**src/rtl/data_bus_arbiter_pkg.sv**
```systemverilog
// Shared types and constants for the two-port data-bus arbiter.
// Purely declarative: no logic, no latency.
// Backpressure is not applicable here; see data_bus_arbiter.
package data_bus_arbiter_pkg;

  typedef enum logic [1:0] {
    ARB_IDLE = 2'd0,
    ARB_BUSY = 2'd1,
    ARB_RESP = 2'd2
  } arb_state_t;

  typedef struct packed {
    logic [31:0] address;
    logic [31:0] write_data;
    logic [3:0]  byte_enable;
    logic        read_enable;
    logic        write_enable;
  } bus_req_t;

  localparam logic PORT_CORE = 1'b0;
  localparam logic PORT_AUX  = 1'b1;

endpackage

```
**src/rtl/data_bus_arbiter_if.sv**
```systemverilog
// Bundle of both requester ports plus the shared memory bus.
// The slave modport is the arbiter's view; master is the environment's view.
// Requesters hold their inputs until ack; the bus stalls via bus_ready.
interface data_bus_arbiter_if;
  logic [31:0] m0_address;
  logic [31:0] m0_write_data;
  logic [3:0]  m0_byte_enable;
  logic        m0_read_enable;
  logic        m0_write_enable;
  logic [31:0] m0_read_data;
  logic        m0_ack;
  logic        m0_error;

  logic [31:0] m1_address;
  logic [31:0] m1_write_data;
  logic [3:0]  m1_byte_enable;
  logic        m1_read_enable;
  logic        m1_write_enable;
  logic [31:0] m1_read_data;
  logic        m1_ack;
  logic        m1_error;

  logic [31:0] bus_address;
  logic [31:0] bus_write_data;
  logic [3:0]  bus_byte_enable;
  logic        bus_read_enable;
  logic        bus_write_enable;
  logic [31:0] bus_read_data;
  logic        bus_ready;

  modport slave (
    input  m0_address, m0_write_data, m0_byte_enable, m0_read_enable, m0_write_enable,
    output m0_read_data, m0_ack, m0_error,
    input  m1_address, m1_write_data, m1_byte_enable, m1_read_enable, m1_write_enable,
    output m1_read_data, m1_ack, m1_error,
    output bus_address, bus_write_data, bus_byte_enable, bus_read_enable, bus_write_enable,
    input  bus_read_data, bus_ready
  );

  modport master (
    output m0_address, m0_write_data, m0_byte_enable, m0_read_enable, m0_write_enable,
    input  m0_read_data, m0_ack, m0_error,
    output m1_address, m1_write_data, m1_byte_enable, m1_read_enable, m1_write_enable,
    input  m1_read_data, m1_ack, m1_error,
    input  bus_address, bus_write_data, bus_byte_enable, bus_read_enable, bus_write_enable,
    output bus_read_data, bus_ready
  );
endinterface

```
**src/rtl/data_bus_arbiter_rr_arbiter2.sv**
```systemverilog
// Two-way round-robin grant: on a tie, the port that did not win last time wins.
// Combinational, zero latency.
// No backpressure; the caller decides when a grant is taken.
module rr_arbiter2
  import data_bus_arbiter_pkg::*;
(
  input  logic [1:0] req_i,
  input  logic       last_grant_i,
  output logic       gnt_vld_o,
  output logic       gnt_idx_o
);

  // Pick a single requester, alternating on ties.
  always_comb begin
    gnt_vld_o = |req_i;
    gnt_idx_o = PORT_CORE;
    if (req_i == 2'b11) begin
      gnt_idx_o = ~last_grant_i;
    end else if (req_i[1]) begin
      gnt_idx_o = PORT_AUX;
    end
  end

endmodule

```
**src/rtl/data_bus_arbiter.sv**
```systemverilog
// Shares one memory bus between the core (port 0) and an aux master (port 1), one access in flight.
// Latency: grant in IDLE, bus driven next cycle, ack one cycle after bus_ready (3 cycles minimum).
// Requests wait while BUSY/RESP; memory stalls via bus_ready. Optional ARBITER_TIMEOUT_EN aborts hung accesses.
module data_bus_arbiter
  import data_bus_arbiter_pkg::*;
#(
  parameter int TIMEOUT_CYCLES = 64
) (
  input  logic                clock,
  input  logic                reset,
  data_bus_arbiter_if.slave   bus
);

  arb_state_t  state_q, state_d;
  bus_req_t    req_q, req_d;
  logic        last_grant_q, last_grant_d;
  logic        gnt_q, gnt_d;
  logic [31:0] rdata_q, rdata_d;

  logic [1:0]  req_vec;
  logic        gnt_vld, gnt_idx;
  bus_req_t    req0, req1;

`ifdef ARBITER_TIMEOUT_EN
  localparam int CNT_W = $clog2(TIMEOUT_CYCLES + 1);
  logic [CNT_W-1:0] cnt_q, cnt_d, cnt_inc;
  logic             err_q, err_d;
`else
  logic [31:0] unused_timeout;
  assign unused_timeout = 32'(TIMEOUT_CYCLES);
`endif

  assign req_vec = {bus.m1_read_enable | bus.m1_write_enable,
                    bus.m0_read_enable | bus.m0_write_enable};

  // A request with both strobes set is carried as a pure write.
  assign req0 = '{address:      bus.m0_address,
                  write_data:   bus.m0_write_data,
                  byte_enable:  bus.m0_byte_enable,
                  read_enable:  bus.m0_read_enable & ~bus.m0_write_enable,
                  write_enable: bus.m0_write_enable};
  assign req1 = '{address:      bus.m1_address,
                  write_data:   bus.m1_write_data,
                  byte_enable:  bus.m1_byte_enable,
                  read_enable:  bus.m1_read_enable & ~bus.m1_write_enable,
                  write_enable: bus.m1_write_enable};

  rr_arbiter2 u_rr (
    .req_i        (req_vec),
    .last_grant_i (last_grant_q),
    .gnt_vld_o    (gnt_vld),
    .gnt_idx_o    (gnt_idx)
  );

  // State, request and response registers; reset drops any in-flight access.
  always_ff @(posedge clock or posedge reset) begin
    if (reset) begin
      state_q      <= ARB_IDLE;
      req_q        <= '0;
      last_grant_q <= PORT_AUX;
      gnt_q        <= PORT_CORE;
      rdata_q      <= '0;
`ifdef ARBITER_TIMEOUT_EN
      cnt_q        <= '0;
      err_q        <= 1'b0;
`endif
    end else begin
      state_q      <= state_d;
      req_q        <= req_d;
      last_grant_q <= last_grant_d;
      gnt_q        <= gnt_d;
      rdata_q      <= rdata_d;
`ifdef ARBITER_TIMEOUT_EN
      cnt_q        <= cnt_d;
      err_q        <= err_d;
`endif
    end
  end

  // Next-state and outputs; outputs depend only on registered state so reset clears them at once.
  always_comb begin
    state_d          = state_q;
    req_d            = req_q;
    last_grant_d     = last_grant_q;
    gnt_d            = gnt_q;
    rdata_d          = rdata_q;
    bus.bus_address      = '0;
    bus.bus_write_data   = '0;
    bus.bus_byte_enable  = '0;
    bus.bus_read_enable  = 1'b0;
    bus.bus_write_enable = 1'b0;
    bus.m0_read_data = '0;
    bus.m0_ack       = 1'b0;
    bus.m0_error     = 1'b0;
    bus.m1_read_data = '0;
    bus.m1_ack       = 1'b0;
    bus.m1_error     = 1'b0;
`ifdef ARBITER_TIMEOUT_EN
    cnt_d   = cnt_q;
    err_d   = err_q;
    cnt_inc = cnt_q + 1'b1;
`endif

    case (state_q)
      ARB_IDLE: begin
        if (gnt_vld) begin
          req_d        = (gnt_idx == PORT_AUX) ? req1 : req0;
          gnt_d        = gnt_idx;
          last_grant_d = gnt_idx;
          rdata_d      = '0;
          state_d      = ARB_BUSY;
`ifdef ARBITER_TIMEOUT_EN
          cnt_d = '0;
          err_d = 1'b0;
`endif
        end
      end

      ARB_BUSY: begin
        bus.bus_address      = req_q.address;
        bus.bus_write_data   = req_q.write_data;
        bus.bus_byte_enable  = req_q.byte_enable;
        bus.bus_read_enable  = req_q.read_enable;
        bus.bus_write_enable = req_q.write_enable;
        if (bus.bus_ready) begin
          rdata_d = req_q.read_enable ? bus.bus_read_data : '0;
          state_d = ARB_RESP;
        end
`ifdef ARBITER_TIMEOUT_EN
        else if (cnt_inc == CNT_W'(TIMEOUT_CYCLES)) begin
          rdata_d = '0;
          err_d   = 1'b1;
          state_d = ARB_RESP;
        end else begin
          cnt_d = cnt_inc;
        end
`endif
      end

      ARB_RESP: begin
        if (gnt_q == PORT_AUX) begin
          bus.m1_ack       = 1'b1;
          bus.m1_read_data = rdata_q;
`ifdef ARBITER_TIMEOUT_EN
          bus.m1_error     = err_q;
`endif
        end else begin
          bus.m0_ack       = 1'b1;
          bus.m0_read_data = rdata_q;
`ifdef ARBITER_TIMEOUT_EN
          bus.m0_error     = err_q;
`endif
        end
        state_d = ARB_IDLE;
      end

      default: state_d = ARB_IDLE;
    endcase
  end

endmodule

```
**src/flat_wrapper.sv**
```systemverilog
// flat-port wrapper written by rule: the top's interface ports become plain ports
module data_bus_arbiter_flat import data_bus_arbiter_pkg::*;
#(
  parameter int TIMEOUT_CYCLES = 64
)
  (clock, reset, bus_m0_address, bus_m0_write_data, bus_m0_byte_enable, bus_m0_read_enable, bus_m0_write_enable, bus_m0_read_data, bus_m0_ack, bus_m0_error, bus_m1_address, bus_m1_write_data, bus_m1_byte_enable, bus_m1_read_enable, bus_m1_write_enable, bus_m1_read_data, bus_m1_ack, bus_m1_error, bus_bus_address, bus_bus_write_data, bus_bus_byte_enable, bus_bus_read_enable, bus_bus_write_enable, bus_bus_read_data, bus_bus_ready);
  data_bus_arbiter_if bus_i ();
  input  logic clock;
  input  logic reset;
  input wire logic [$bits(bus_i.m0_address)-1:0] bus_m0_address;
  input wire logic [$bits(bus_i.m0_write_data)-1:0] bus_m0_write_data;
  input wire logic [$bits(bus_i.m0_byte_enable)-1:0] bus_m0_byte_enable;
  input wire logic [$bits(bus_i.m0_read_enable)-1:0] bus_m0_read_enable;
  input wire logic [$bits(bus_i.m0_write_enable)-1:0] bus_m0_write_enable;
  output wire logic [$bits(bus_i.m0_read_data)-1:0] bus_m0_read_data;
  output wire logic [$bits(bus_i.m0_ack)-1:0] bus_m0_ack;
  output wire logic [$bits(bus_i.m0_error)-1:0] bus_m0_error;
  input wire logic [$bits(bus_i.m1_address)-1:0] bus_m1_address;
  input wire logic [$bits(bus_i.m1_write_data)-1:0] bus_m1_write_data;
  input wire logic [$bits(bus_i.m1_byte_enable)-1:0] bus_m1_byte_enable;
  input wire logic [$bits(bus_i.m1_read_enable)-1:0] bus_m1_read_enable;
  input wire logic [$bits(bus_i.m1_write_enable)-1:0] bus_m1_write_enable;
  output wire logic [$bits(bus_i.m1_read_data)-1:0] bus_m1_read_data;
  output wire logic [$bits(bus_i.m1_ack)-1:0] bus_m1_ack;
  output wire logic [$bits(bus_i.m1_error)-1:0] bus_m1_error;
  output wire logic [$bits(bus_i.bus_address)-1:0] bus_bus_address;
  output wire logic [$bits(bus_i.bus_write_data)-1:0] bus_bus_write_data;
  output wire logic [$bits(bus_i.bus_byte_enable)-1:0] bus_bus_byte_enable;
  output wire logic [$bits(bus_i.bus_read_enable)-1:0] bus_bus_read_enable;
  output wire logic [$bits(bus_i.bus_write_enable)-1:0] bus_bus_write_enable;
  input wire logic [$bits(bus_i.bus_read_data)-1:0] bus_bus_read_data;
  input wire logic [$bits(bus_i.bus_ready)-1:0] bus_bus_ready;
  assign bus_i.m0_address = bus_m0_address;
  assign bus_i.m0_write_data = bus_m0_write_data;
  assign bus_i.m0_byte_enable = bus_m0_byte_enable;
  assign bus_i.m0_read_enable = bus_m0_read_enable;
  assign bus_i.m0_write_enable = bus_m0_write_enable;
  assign bus_m0_read_data = bus_i.m0_read_data;
  assign bus_m0_ack = bus_i.m0_ack;
  assign bus_m0_error = bus_i.m0_error;
  assign bus_i.m1_address = bus_m1_address;
  assign bus_i.m1_write_data = bus_m1_write_data;
  assign bus_i.m1_byte_enable = bus_m1_byte_enable;
  assign bus_i.m1_read_enable = bus_m1_read_enable;
  assign bus_i.m1_write_enable = bus_m1_write_enable;
  assign bus_m1_read_data = bus_i.m1_read_data;
  assign bus_m1_ack = bus_i.m1_ack;
  assign bus_m1_error = bus_i.m1_error;
  assign bus_bus_address = bus_i.bus_address;
  assign bus_bus_write_data = bus_i.bus_write_data;
  assign bus_bus_byte_enable = bus_i.bus_byte_enable;
  assign bus_bus_read_enable = bus_i.bus_read_enable;
  assign bus_bus_write_enable = bus_i.bus_write_enable;
  assign bus_i.bus_read_data = bus_bus_read_data;
  assign bus_i.bus_ready = bus_bus_ready;
  data_bus_arbiter #(.TIMEOUT_CYCLES(TIMEOUT_CYCLES)) u_core (.clock(clock), .reset(reset), .bus(bus_i));
endmodule
```
**config.mk**
```make
export PLATFORM = sky130hd
export DESIGN_NAME = data_bus_arbiter_flat
export DESIGN_NICKNAME = d
export VERILOG_FILES = /design/src/rtl/data_bus_arbiter_pkg.sv /design/src/rtl/data_bus_arbiter_if.sv /design/src/rtl/data_bus_arbiter_rr_arbiter2.sv /design/src/rtl/data_bus_arbiter.sv /design/src/flat_wrapper.sv
export SDC_FILE = /design/constraint.sdc
export NUM_CORES = 1
export LEC_CHECK = 0
export ABC_CLOCK_PERIOD_IN_PS = 3900
export CORE_ASPECT_RATIO = 0.8
export CORE_MARGIN = 5
export CORE_UTILIZATION = 41
export DETAILED_ROUTE_END_ITERATION = 16
export PLACE_DENSITY = 0.89
export SLEW_MARGIN = 20
export SYNTH_ARGS = -nofsm -noshare
export SYNTH_HDL_FRONTEND = slang
export SYNTH_SLANG_ARGS = --single-unit
```
**constraint.sdc**
```tcl
create_clock -name clock -period 3.9 [get_ports clock]
set_input_delay 0.39 -clock clock [delete_from_list [all_inputs] [get_ports clock]]
set_output_delay 0.39 -clock clock [all_outputs]
set_load 0.03 [all_outputs]
```
==> flow_metrics.tcl <==
set metrics [dict create \
    start_util 0.421 \
    antenna_found_initial 0 \
    place_area_um2 9290 \
    num_antenna_cells 0 \
    wl_met2_mm 10.5 \
    dp_cells 1042 \
    worstMarginPinSlew_ps 976 \
    ys_types 31 \
    ys.flop_type "dfrtp_1" \
    synthArstFlopShare 1.00 \
    cts_resized 0 \
    critPathKind "reg2out" \
    drive_above_1_share 0.0436 \
    grt_pass1_wl_mm 34.9 \
    place_hpwl_mm 15.4 \
    netlist_instances 612 \
    wire_per_inst_um 21.0 \
    finalHoldViolCount 0 \
    met1Wirelength_mm 9.06 \
    crit_start "u_core.state_q[0]" \
    synth_top_area_share 0.433 \
    slew_headroom 0.348 \
    core_area_um2 14400 \
    cts_root_buf "clkbuf_16" \
    cp_max_fo 79 \
    required_ps 3510 \
    ys_seq_elements 106 \
    stdcell_count 1056 \
    synth_top_cells_by_area "dfrtp_1 43%, and2_1 14%, a2bb2oi_1 9.8%" \
    clock_path_buffers 2 \
    boundaryPins 313 \
    syn_to_final_growth_pct 57.8 \
    ctsHoldBuffers 0 \
    drtIter0Drc 393 \
    clk_pin_slew_ps 70 \
    route.top_layer_used "met4" \
    synth.most_common_cell "and2_1" \
    dr.pass1.iters 5 \
    crit_arrival_ps 2570 \
    irDropWorstVdd_mv 0.497 \
    rr_startpoint "u_core.state_q[0]" \
    synth_common_cells "135 x and2_1, 105 x dfrtp_1, 68 x a2bb2oi_1, 68 x a311oi_1, 67 x clkbuf_1" \
    grt_pass1_vias 6205 \
    layout.nets 1044 \
    yosysSeqAreaShare 0.438 \
    cts_tree "yes" \
    synth_area_um2 6070 \
    yosysTopAreaCell "dfrtp_1" \
    end_kind "primary output" \
    hold_class "reg2reg" \
    rsz0062_at_grt "false" \
    h-tree-depth 3 \
    finalMaxSlewViolations 0 \
    antenna_left 0 \
    status "finished, final reports clean" \
    synth_edf_count 0 \
    rows 39 \
    floorplan.die_area_um2 17300 \
    vias 6140 \
    gp_congestion 0.839 \
    port_buffers 310 \
    fin_area_um2 9570 \
    finClkSkew_ps 11.6 \
    tns_ps 0 \
    grt.overflow.total 0 \
    setup_viol 0 \
    clkLatencyLatePin_ps 340 \
    cts.sinks 106 \
    met3_length_mm 2.01 \
    grtUsageTotal 0.246 \
    route.detailed.drc 0 \
    start_kind "flip-flop" \
    fmax_mhz 338 \
    die_h_um 119 \
    fp.dieW_um 146 \
    power_density_nw_per_um2 755 \
    cts_setup_buffers 0 \
    drt-total-wl_mm 22.1 \
    ys_warn_count 0 \
    fin_crit_ps 2960 \
    drv_cap 0 \
    grt_max_degree 80 \
    vias_per_cell 5.81 \
    synth_area_per_cell_um2 9.91 \
    hold_path.startpoint "u_core.rdata_q[28]" \
    cts_buffers 9 \
    power.leakage_nw 3.80 \
    post-route-period-util 0.758 \
]
==> power by group <==
group / switching, mW / total [mW] / internal (mW)
clock network: 0.406 / 0.900 / 0.494
registers: 0.391 / 2.06 / 1.67
logic: 2.32 / 4.26 / 1.95
total: 3.11 / 7.22 / 4.11
==> state kept, by name, summed over array words and instances (netlist names) <==
register,cells
u_core.gnt_q,1
u_core.req_q,70
u_core.rdata_q,32
u_core.state_q,2
u_core.last_grant_q,1
==> stage by stage <==
stage,setup slack [ps],hold WS (ps),power (mW),util
global placement,1210,473,6.22,0.645
floorplan,723,464,4.71,-
detailed placement,1150,485,6.33,0.645
global route,784,521,7.64,0.665
finish,944,498,7.22,0.665
CTS,893,502,7.25,0.665
==> worst max-delay path: stages, from the launching register on <==
cell and delay [ps]:
dfrtp_1 390, nor2b_4 560, buf_12 340, and2_1 180, clkdlybuf4s50_1 710
==> logic make-up after synthesis <==
logic type | Yosys count | synth area share
buffers and inverters | 77 | 0.0497
AOI/OAI and AO/OA | 214 | 0.264
other | 1 | 0.000618
muxes | 32 | 0.0594
DFF | 106 | 0.438
and+or+nand+nor | 182 | 0.188
==> path summary, 6_finish.rpt <==
| kind | to | slack, ps | cells after the start |
|---|---|---|---|
| min | u_core.rdata_q[28] | 500 | 1 |
| max | bus_bus_write_enable | 940 | 4 |
| max in group asynchronous | u_core.rdata_q[8] | 2570 | 3 |
| min in group asynchronous | u_core.req_q[68] | 560 | 2 |
| min reg2reg | u_core.rdata_q[28] | 500 | 1 |
| max reg2reg | u_core.req_q[55] | 1450 | 4 |
==> metal layers <==
layer,vias up,global-route usage
li1,2788,-
met4,0,0.0699
met3,38,0.0723
met5,-,0
met1,2981,0.318
met2,333,0.405
==> area by class of cell <==
class / count / area, µm²
well taps: 184 / 230
fillers: 1157 / 4830
multi-input cells: 430 / 3170
flip-flops and latches: 106 / 2650
inverters: 1 / 6.26
clock buffers: 10 / 229
repair buffers: 321 / 3220
clock inverters: 4 / 53.8
==> placed cells by master (no fill, tap or decap), types with 2 or more instances in the layout <==
| cell | netlist | final |
|---|---|---|
| clkdlybuf4s50_1 | 0 | 310 |
| and2_1 | 135 | 135 |
| dfrtp_1 | 105 | 105 |
| a311oi_1 | 68 | 68 |
| a2bb2oi_1 | 68 | 68 |
| o21ai_0 | 66 | 66 |
| and3_1 | 32 | 32 |
| mux2_1 | 30 | 30 |
| clkbuf_16 | 0 | 9 |
| buf_4 | 2 | 8 |
| o21ai_1 | 4 | 3 |
| nand2_1 | 3 | 3 |
| buf_12 | 0 | 3 |
| or2_2 | 2 | 2 |
| nor2_4 | 0 | 2 |
| nand2b_1 | 2 | 2 |
| o2bb2ai_1 | 3 | 2 |
| mux2_2 | 2 | 2 |
| conb_1 | 1 | 2 |
| clkinvlp_4 | 0 | 2 |
No activity file was read; power rests on OpenSTA's default activity.
